File: config.mk
export PLATFORM = sky130hd
export DESIGN_NAME = temp_loop_sequencer
export DESIGN_NICKNAME = d
export VERILOG_FILES = /design/src/rtl/temp_loop_sequencer_pkg.sv /design/src/rtl/temp_loop_sequencer_tick_timer.sv /design/src/rtl/temp_loop_sequencer.sv
export SDC_FILE = /design/constraint.sdc
export NUM_CORES = 1
export LEC_CHECK = 0
export BUFFER_PORTS_ARGS = -buffer_cell sky130_fd_sc_hd__clkbuf_2
export CELL_PAD_IN_SITES_DETAIL_PLACEMENT = 1
export CELL_PAD_IN_SITES_GLOBAL_PLACEMENT = 1
export CORE_ASPECT_RATIO = 1.4
export CORE_MARGIN = 2
export CORE_UTILIZATION = 35
export CTS_BUF_LIST = sky130_fd_sc_hd__clkbuf_8 sky130_fd_sc_hd__clkbuf_16
export DETAILED_ROUTE_END_ITERATION = 10
export PLACE_DENSITY_LB_ADDON = 0.1
export SYNTH_ARGS = -nofsm -noshare
export SYNTH_HDL_FRONTEND = slang
export SYNTH_SLANG_ARGS = --single-unit
File: constraint.sdc
create_clock -name clk -period 1.9 [get_ports clk]
set_input_delay 0.19 -clock clk [delete_from_list [all_inputs] [get_ports clk]]
set_output_delay 0.19 -clock clk [all_outputs]
set_load 0.02 [all_outputs]
File: src/rtl/temp_loop_sequencer_pkg.sv
// Shared definitions for the temperature loop sequencer: state encodings, fault codes,
// temperature limits in 1/16 degC and a signed range helper.
package temp_loop_sequencer_pkg;

  typedef enum logic [2:0] {
    ST_IDLE    = 3'd0,
    ST_CONVERT = 3'd1,
    ST_CHECK   = 3'd2,
    ST_COMPUTE = 3'd3,
    ST_COMMIT  = 3'd4,
    ST_WAIT    = 3'd5,
    ST_FAULT   = 3'd6
  } state_t;

  localparam logic [1:0] FC_NONE         = 2'b00;
  localparam logic [1:0] FC_CONV_TIMEOUT = 2'b01;
  localparam logic [1:0] FC_RANGE        = 2'b10;
  localparam logic [1:0] FC_PID_TIMEOUT  = 2'b11;

  localparam logic [11:0] TEMP_MIN_DEF = 12'hE70;  // -25.0 degC
  localparam logic [11:0] TEMP_MAX_DEF = 12'h640;  // 100.0 degC

  function automatic logic temp_in_range(input logic [11:0] t,
                                         input logic [11:0] lo,
                                         input logic [11:0] hi);
    return ($signed(t) >= $signed(lo)) && ($signed(t) <= $signed(hi));
  endfunction

endpackage

File: src/rtl/temp_loop_sequencer_tick_timer.sv
// Saturating counter of tick strobes with synchronous clear; at_limit is high once
// the count has reached LIMIT and stays high until cleared.
module tick_timer #(
  parameter int LIMIT = 1
) (
  input  logic clk,
  input  logic rst,
  input  logic clr,
  input  logic en,
  input  logic tick,
  output logic at_limit
);

  localparam int W = $clog2(LIMIT + 1);
  localparam logic [W-1:0] LIM = W'(LIMIT);

  logic [W-1:0] count_reg;

  // clear beats a coincident tick so a restart always begins from zero
  always_ff @(posedge clk) begin
    if (rst || clr) begin
      count_reg <= '0;
    end else if (en && tick && (count_reg != LIM)) begin
      count_reg <= count_reg + 1'b1;
    end
  end

  assign at_limit = (count_reg == LIM);

endmodule

File: src/rtl/temp_loop_sequencer.sv
// Closed-loop temperature cycle sequencer: conversion with retries, range check,
// PID launch and duty commit at a PWM boundary, with a heater-off fault state.
module temp_loop_sequencer
  import temp_loop_sequencer_pkg::*;
#(
  parameter int          SAMPLE_TICKS  = 800,
  parameter int          TIMEOUT_TICKS = 1000,
  parameter int          MAX_RETRY     = 2,
  parameter logic [11:0] TEMP_MIN      = TEMP_MIN_DEF,
  parameter logic [11:0] TEMP_MAX      = TEMP_MAX_DEF,
  parameter int          DUTY_W        = 16
) (
  input  logic              clk,
  input  logic              rst,
  input  logic              tick_1ms,
  input  logic              enable,
  output logic              conv_start,
  input  logic              conv_done,
  input  logic [11:0]       conv_data,
  output logic              pid_start,
  input  logic              pid_done,
  input  logic [DUTY_W-1:0] pid_duty,
  input  logic              pwm_period_end,
  output logic [DUTY_W-1:0] duty_out,
  output logic [11:0]       sample_out,
  output logic              sample_valid,
  output logic              fault,
  output logic [1:0]        fault_code,
  input  logic              fault_clr,
  output logic [2:0]        state_dbg
);

  localparam int RETRY_W = $clog2(MAX_RETRY + 2);
  localparam logic [RETRY_W-1:0] RETRY_MAX = RETRY_W'(MAX_RETRY);

  state_t              state_reg;
  logic                conv_start_reg;
  logic                pid_start_reg;
  logic                sample_valid_reg;
  logic [11:0]         sample_reg;
  logic [11:0]         data_reg;
  logic [DUTY_W-1:0]   pending_reg;
  logic [DUTY_W-1:0]   duty_reg;
  logic                fault_reg;
  logic [1:0]          fault_code_reg;
  logic [RETRY_W-1:0]  retry_reg;

  logic sample_expired;
  logic timeout_expired;
  logic first_start;
  logic retry_now;
  logic timeout_en;
  logic timeout_clr;

  // A "first" conv_start restarts the sample period; retries do not.
  assign first_start = enable && ((state_reg == ST_IDLE) ||
                                  ((state_reg == ST_WAIT) && sample_expired));
  assign retry_now   = enable && (state_reg == ST_CONVERT) && !conv_done &&
                       timeout_expired && (retry_reg < RETRY_MAX);
  assign timeout_en  = (state_reg == ST_CONVERT) || (state_reg == ST_COMPUTE);
  assign timeout_clr = !timeout_en || retry_now;

  tick_timer #(.LIMIT(SAMPLE_TICKS - 1)) u_sample_timer (
    .clk      (clk),
    .rst      (rst),
    .clr      (first_start),
    .en       (1'b1),
    .tick     (tick_1ms),
    .at_limit (sample_expired)
  );

  tick_timer #(.LIMIT(TIMEOUT_TICKS)) u_timeout_timer (
    .clk      (clk),
    .rst      (rst),
    .clr      (timeout_clr),
    .en       (timeout_en),
    .tick     (tick_1ms),
    .at_limit (timeout_expired)
  );

  always_ff @(posedge clk) begin
    if (rst) begin
      state_reg        <= ST_IDLE;
      conv_start_reg   <= 1'b0;
      pid_start_reg    <= 1'b0;
      sample_valid_reg <= 1'b0;
      sample_reg       <= '0;
      data_reg         <= '0;
      pending_reg      <= '0;
      duty_reg         <= '0;
      fault_reg        <= 1'b0;
      fault_code_reg   <= FC_NONE;
      retry_reg        <= '0;
    end else begin
      conv_start_reg   <= 1'b0;
      pid_start_reg    <= 1'b0;
      sample_valid_reg <= 1'b0;
      if ((state_reg != ST_FAULT) && !enable) begin
        state_reg <= ST_IDLE;
        duty_reg  <= '0;
        retry_reg <= '0;
      end else begin
        unique case (state_reg)
          ST_IDLE: begin
            state_reg      <= ST_CONVERT;
            conv_start_reg <= 1'b1;
            retry_reg      <= '0;
          end
          ST_CONVERT: begin
            if (conv_done) begin
              data_reg  <= conv_data;
              state_reg <= ST_CHECK;
            end else if (timeout_expired) begin
              if (retry_reg < RETRY_MAX) begin
                retry_reg      <= retry_reg + 1'b1;
                conv_start_reg <= 1'b1;
              end else begin
                state_reg      <= ST_FAULT;
                fault_reg      <= 1'b1;
                fault_code_reg <= FC_CONV_TIMEOUT;
                duty_reg       <= '0;
              end
            end
          end
          ST_CHECK: begin
            if (temp_in_range(data_reg, TEMP_MIN, TEMP_MAX)) begin
              sample_reg       <= data_reg;
              sample_valid_reg <= 1'b1;
              pid_start_reg    <= 1'b1;
              retry_reg        <= '0;
              state_reg        <= ST_COMPUTE;
            end else begin
              state_reg      <= ST_FAULT;
              fault_reg      <= 1'b1;
              fault_code_reg <= FC_RANGE;
              duty_reg       <= '0;
            end
          end
          ST_COMPUTE: begin
            if (pid_done) begin
              pending_reg <= pid_duty;
              state_reg   <= ST_COMMIT;
            end else if (timeout_expired) begin
              state_reg      <= ST_FAULT;
              fault_reg      <= 1'b1;
              fault_code_reg <= FC_PID_TIMEOUT;
              duty_reg       <= '0;
            end
          end
          ST_COMMIT: begin
            // a boundary in the pid_done cycle was sampled before COMMIT, so it is never used
            if (pwm_period_end) begin
              duty_reg  <= pending_reg;
              state_reg <= ST_WAIT;
            end
          end
          ST_WAIT: begin
            if (sample_expired) begin
              state_reg      <= ST_CONVERT;
              conv_start_reg <= 1'b1;
            end
          end
          ST_FAULT: begin
            duty_reg <= '0;
            if (fault_clr) begin
              state_reg      <= ST_IDLE;
              fault_reg      <= 1'b0;
              fault_code_reg <= FC_NONE;
              retry_reg      <= '0;
            end
          end
          default: state_reg <= ST_IDLE;
        endcase
      end
    end
  end

  assign conv_start   = conv_start_reg;
  assign pid_start    = pid_start_reg;
  assign sample_valid = sample_valid_reg;
  assign sample_out   = sample_reg;
  assign duty_out     = duty_reg;
  assign fault        = fault_reg;
  assign fault_code   = fault_code_reg;
  assign state_dbg    = state_reg;

endmodule

==> summary.md <==
| Metric | Value |
|---|---|
| Outcome | finished, final reports clean |
| Fraction of layout cells with a size suffix above 1 | around a quarter |
| ANT nets after route | 0 |
| Global-route wire length before repair | 16.5 mm |
| Mean Syn Cell Area | 8.71 um2 |
| Max-cap viol count | 0 |
| RSZ-0062 raised after global routing | true |
| Seq/Total Area, Yosys | around 46% |
| Tmin final | 1.87 ns |
| Vias in the first global route | 3337 |
| Ys flop type | dfxtp_1 |
| Endpoints failing setup | 0 |
| Number of core rows | 44 |
| Starting density of the core | a little over a third |
| Worst Path Required | about 2.1 ns |
| Clock root cell | clkbuf_16 |
| Gpl congestion | approximately 0.83 |
| Post-layout util | 45.4% |
| Sequential share of power | a little under half |
| DP HPWL | 7.48 mm |
| FFs w/ async S/R, synth | 0% |
| Slew of the pin with the lowest slew margin | roughly 0.64 ns |
| Congestion Overflow GR | 0 |
| CTS tree | yes |
| DRC | 0 |
| Nature of the critical path endpoint | flip-flop |
| H-Tree Depth | 3 |
| WL final | just over 10 mm |
| Design area | between 0.004 and 0.005 mm2 |
| #FFs+latches synth | 86 |
| Dpl cell area | approximately 0.0044 mm2 |
| Net Sw Power | 926 uW |
| Number of synthesis warnings | 0 |
| Crit path kind | reg -> reg |
| Fmax | about 540 MHz |
| Synth area leaders | dfxtp_1, mux2i_1, nand2_1, nor2_1, a21oi_1 |
| Largest net degree at the start of global routing | 40 |
| Area of the core | between 0.01 and 0.015 mm2 |
| Synthesized area | 0.00371 mm2 |
| Top-Level Pins | 73 |
| Netlist cell types | 51 |
| Gr usage total | 17.9% |
| CP arrival | ~2.1 ns |
| Cells after Synth | between 400 and 500 |
| Most frequent cells in the layout | dfxtp_1, nand2_1, clkbuf_2 |
| Clock latency at the later pin of the worst-skew pair | ~0.33 ns |
| Port Buf Inserts | 72 |
| VDD IR-drop max | about 430 uV |
| Hold buffer count at cts | 0 |
| TritonCTS buffer count | 9 |
| DR iter-0 viols | 95 |
| Post-synth EDFFs | 0 |
| Startpoint types | flip-flop |
| Clock slew at reported path FFs | about 0.06 ns |
| Worst Path Max Fanout | 8 |
| Max clock buf depth | 2 |
| Clock sink count | between 80 and 90 |
| Clk network pwr share | 43.8% |
| Leakage | 0.00189 uW |
| Power Density | about 830 mW/mm2 |
| ANT cells | 0 |
| Cell taking the most area after synthesis | dfxtp_1 |
| Clk_skew | around 0.0045 ns |
| Pint | ~3000 uW |
| Sw Ratio | a little under a quarter |
| Initial antenna violation count | 0 |
| Reg area | roughly 0.0017 mm2 |
| Multi-input logic area | between 0.0015 and 0.002 mm2 |
| DIE WIDTH | between 90 and 100 um |
| Syn Nets | approximately 470 |
| Most common cell after layout, fill and taps aside | dfxtp_1 |
| Fill cells | roughly 1300 |
| Layout Nets | ~550 |
| Die ar. | about 0.011 mm2 |
| Fin Hold WS | 0.0791 ns |
| Slew Limit Fails | 0 |
| Die Y | ~130 um |
| Vias/cell | ~5.0 |
| Comb pwr share | 9.3% |
| Synth top area share | 46.4% |
| Hold Crit Class | in -> reg |
| Final Cycle Share | a little over nine tenths |
| Worst slew margin | a little under three fifths |
| Layout area overhead | 26.8% |
| Post-DR wirelength/cell | approximately 16 um |
| DRT Pass-1 Iters | 4 |
| Vias | 3294 |
| Final Hold Fails | 0 |
-- critical path, stage by stage, from the launching register on --
cell       delay [ns]
dfxtp_4          0.35
or3b_4           0.40
a311oi_2         0.30
nand2_2          0.09
and4b_2          0.30
clkbuf_16        0.19
mux2i_1          0.12
-- cells in the mapped netlist, types with 2 or more instances --
cell type	number
dfxtp_1	86
nand2_1	82
nor2_1	51
mux2i_1	43
a21oi_1	25
clkbuf_1	15
o21ai_0	11
xor2_1	10
nand3_1	9
nand4_1	9
a31oi_1	8
inv_1	8
or3_1	6
nor3_1	5
buf_2	4
ha_1	4
nor2b_1	4
a31o_2	3
nor4_1	3
xnor2_1	3
a211oi_1	2
and3_1	2
and3b_1	2
and4_1	2
buf_6	2
nand3b_1	2
-- power by group through the flow --
| stage | sequential (uW) | combinational (uW) | clock [uW] |
|---|---|---|---|
| 6_report | 1840 | 363 | 1710 |
| 5_1_grt | 1840 | 396 | 1840 |
| 3_5_place_dp | 1880 | 341 | 0 |
| 3_3_place_gp | 1880 | 337 | 0 |
| 2_1_floorplan | 1890 | 192 | 0 |
| 4_1_cts | 1840 | 342 | 1780 |
-- final timing paths --
| check | from | to | slack (ns) | cells past startpoint |
|---|---|---|---|---|
| max | state_dbg[2]$_SDFFE_PP0P_ | duty_out[1]$_SDFFE_PP0P_ | 0.03 | 6 |
| min | pid_duty[5] | pending_reg[5]$_SDFFE_PP0P_ | 0.08 | 3 |
| max reg2reg | state_dbg[2]$_SDFFE_PP0P_ | duty_out[1]$_SDFFE_PP0P_ | 0.03 | 6 |
| min reg2reg | pending_reg[10]$_SDFFE_PP0P_ | pending_reg[10]$_SDFFE_PP0P_ | 0.46 | 2 |
-- per-stage QoR --
| step | worst slack (ns) | setup TNS (ns) | cells | power (uW) |
|---|---|---|---|---|
| 4_1_cts | 0.0581 | 0 | 653 | 3960 |
| 2_1_floorplan | 0.0175 | 0 | 426 | 2080 |
| 5_1_grt | -0.00566 | -0.00734 | 656 | 4080 |
| 6_report | 0.0329 | 0 | 656 | 3920 |
| 3_5_place_dp | 0.0713 | 0 | 638 | 2220 |
| 3_3_place_gp | 0.111 | 0 | 638 | 2220 |
-- layout make-up --
cell class | instances | area share [%]
multi-input cells | 310 | 39.9
clock inverters | 6 | 1.33
flip-flops and latches | 86 | 36.7
inverters | 8 | 0.639
well taps | 138 | 3.67
clock buffers | 9 | 4.79
repair buffers | 99 | 13.0
-- logic make-up after synthesis --
kind of cell	Yosys count	synth area share (%)
AOI/OAI and AO/OA	64	10.9
xor gates and xnor gates	13	3.07
adders and majority gates	4	1.35
buffers and inverters	30	3.68
DFF	86	46.4
muxes	44	11.9
and+or+nand+nor	185	22.6
-- metal layers --
metal	up-vias	part of all wire, %	global-route usage [%]
li1	1657	-	-
met1	1570	42	20.5
met2	53	52	31.9
met3	14	3.6	4.13
met4	0	2.4	7.22
met5	-	0	0
-- timing repair --
item / in CTS / in global routing
gates resized for setup: 0 / 8
setup endpoints to repair: 0 / 20
buffers inserted: 0 / 2
(Power assumes the default switching activity.)
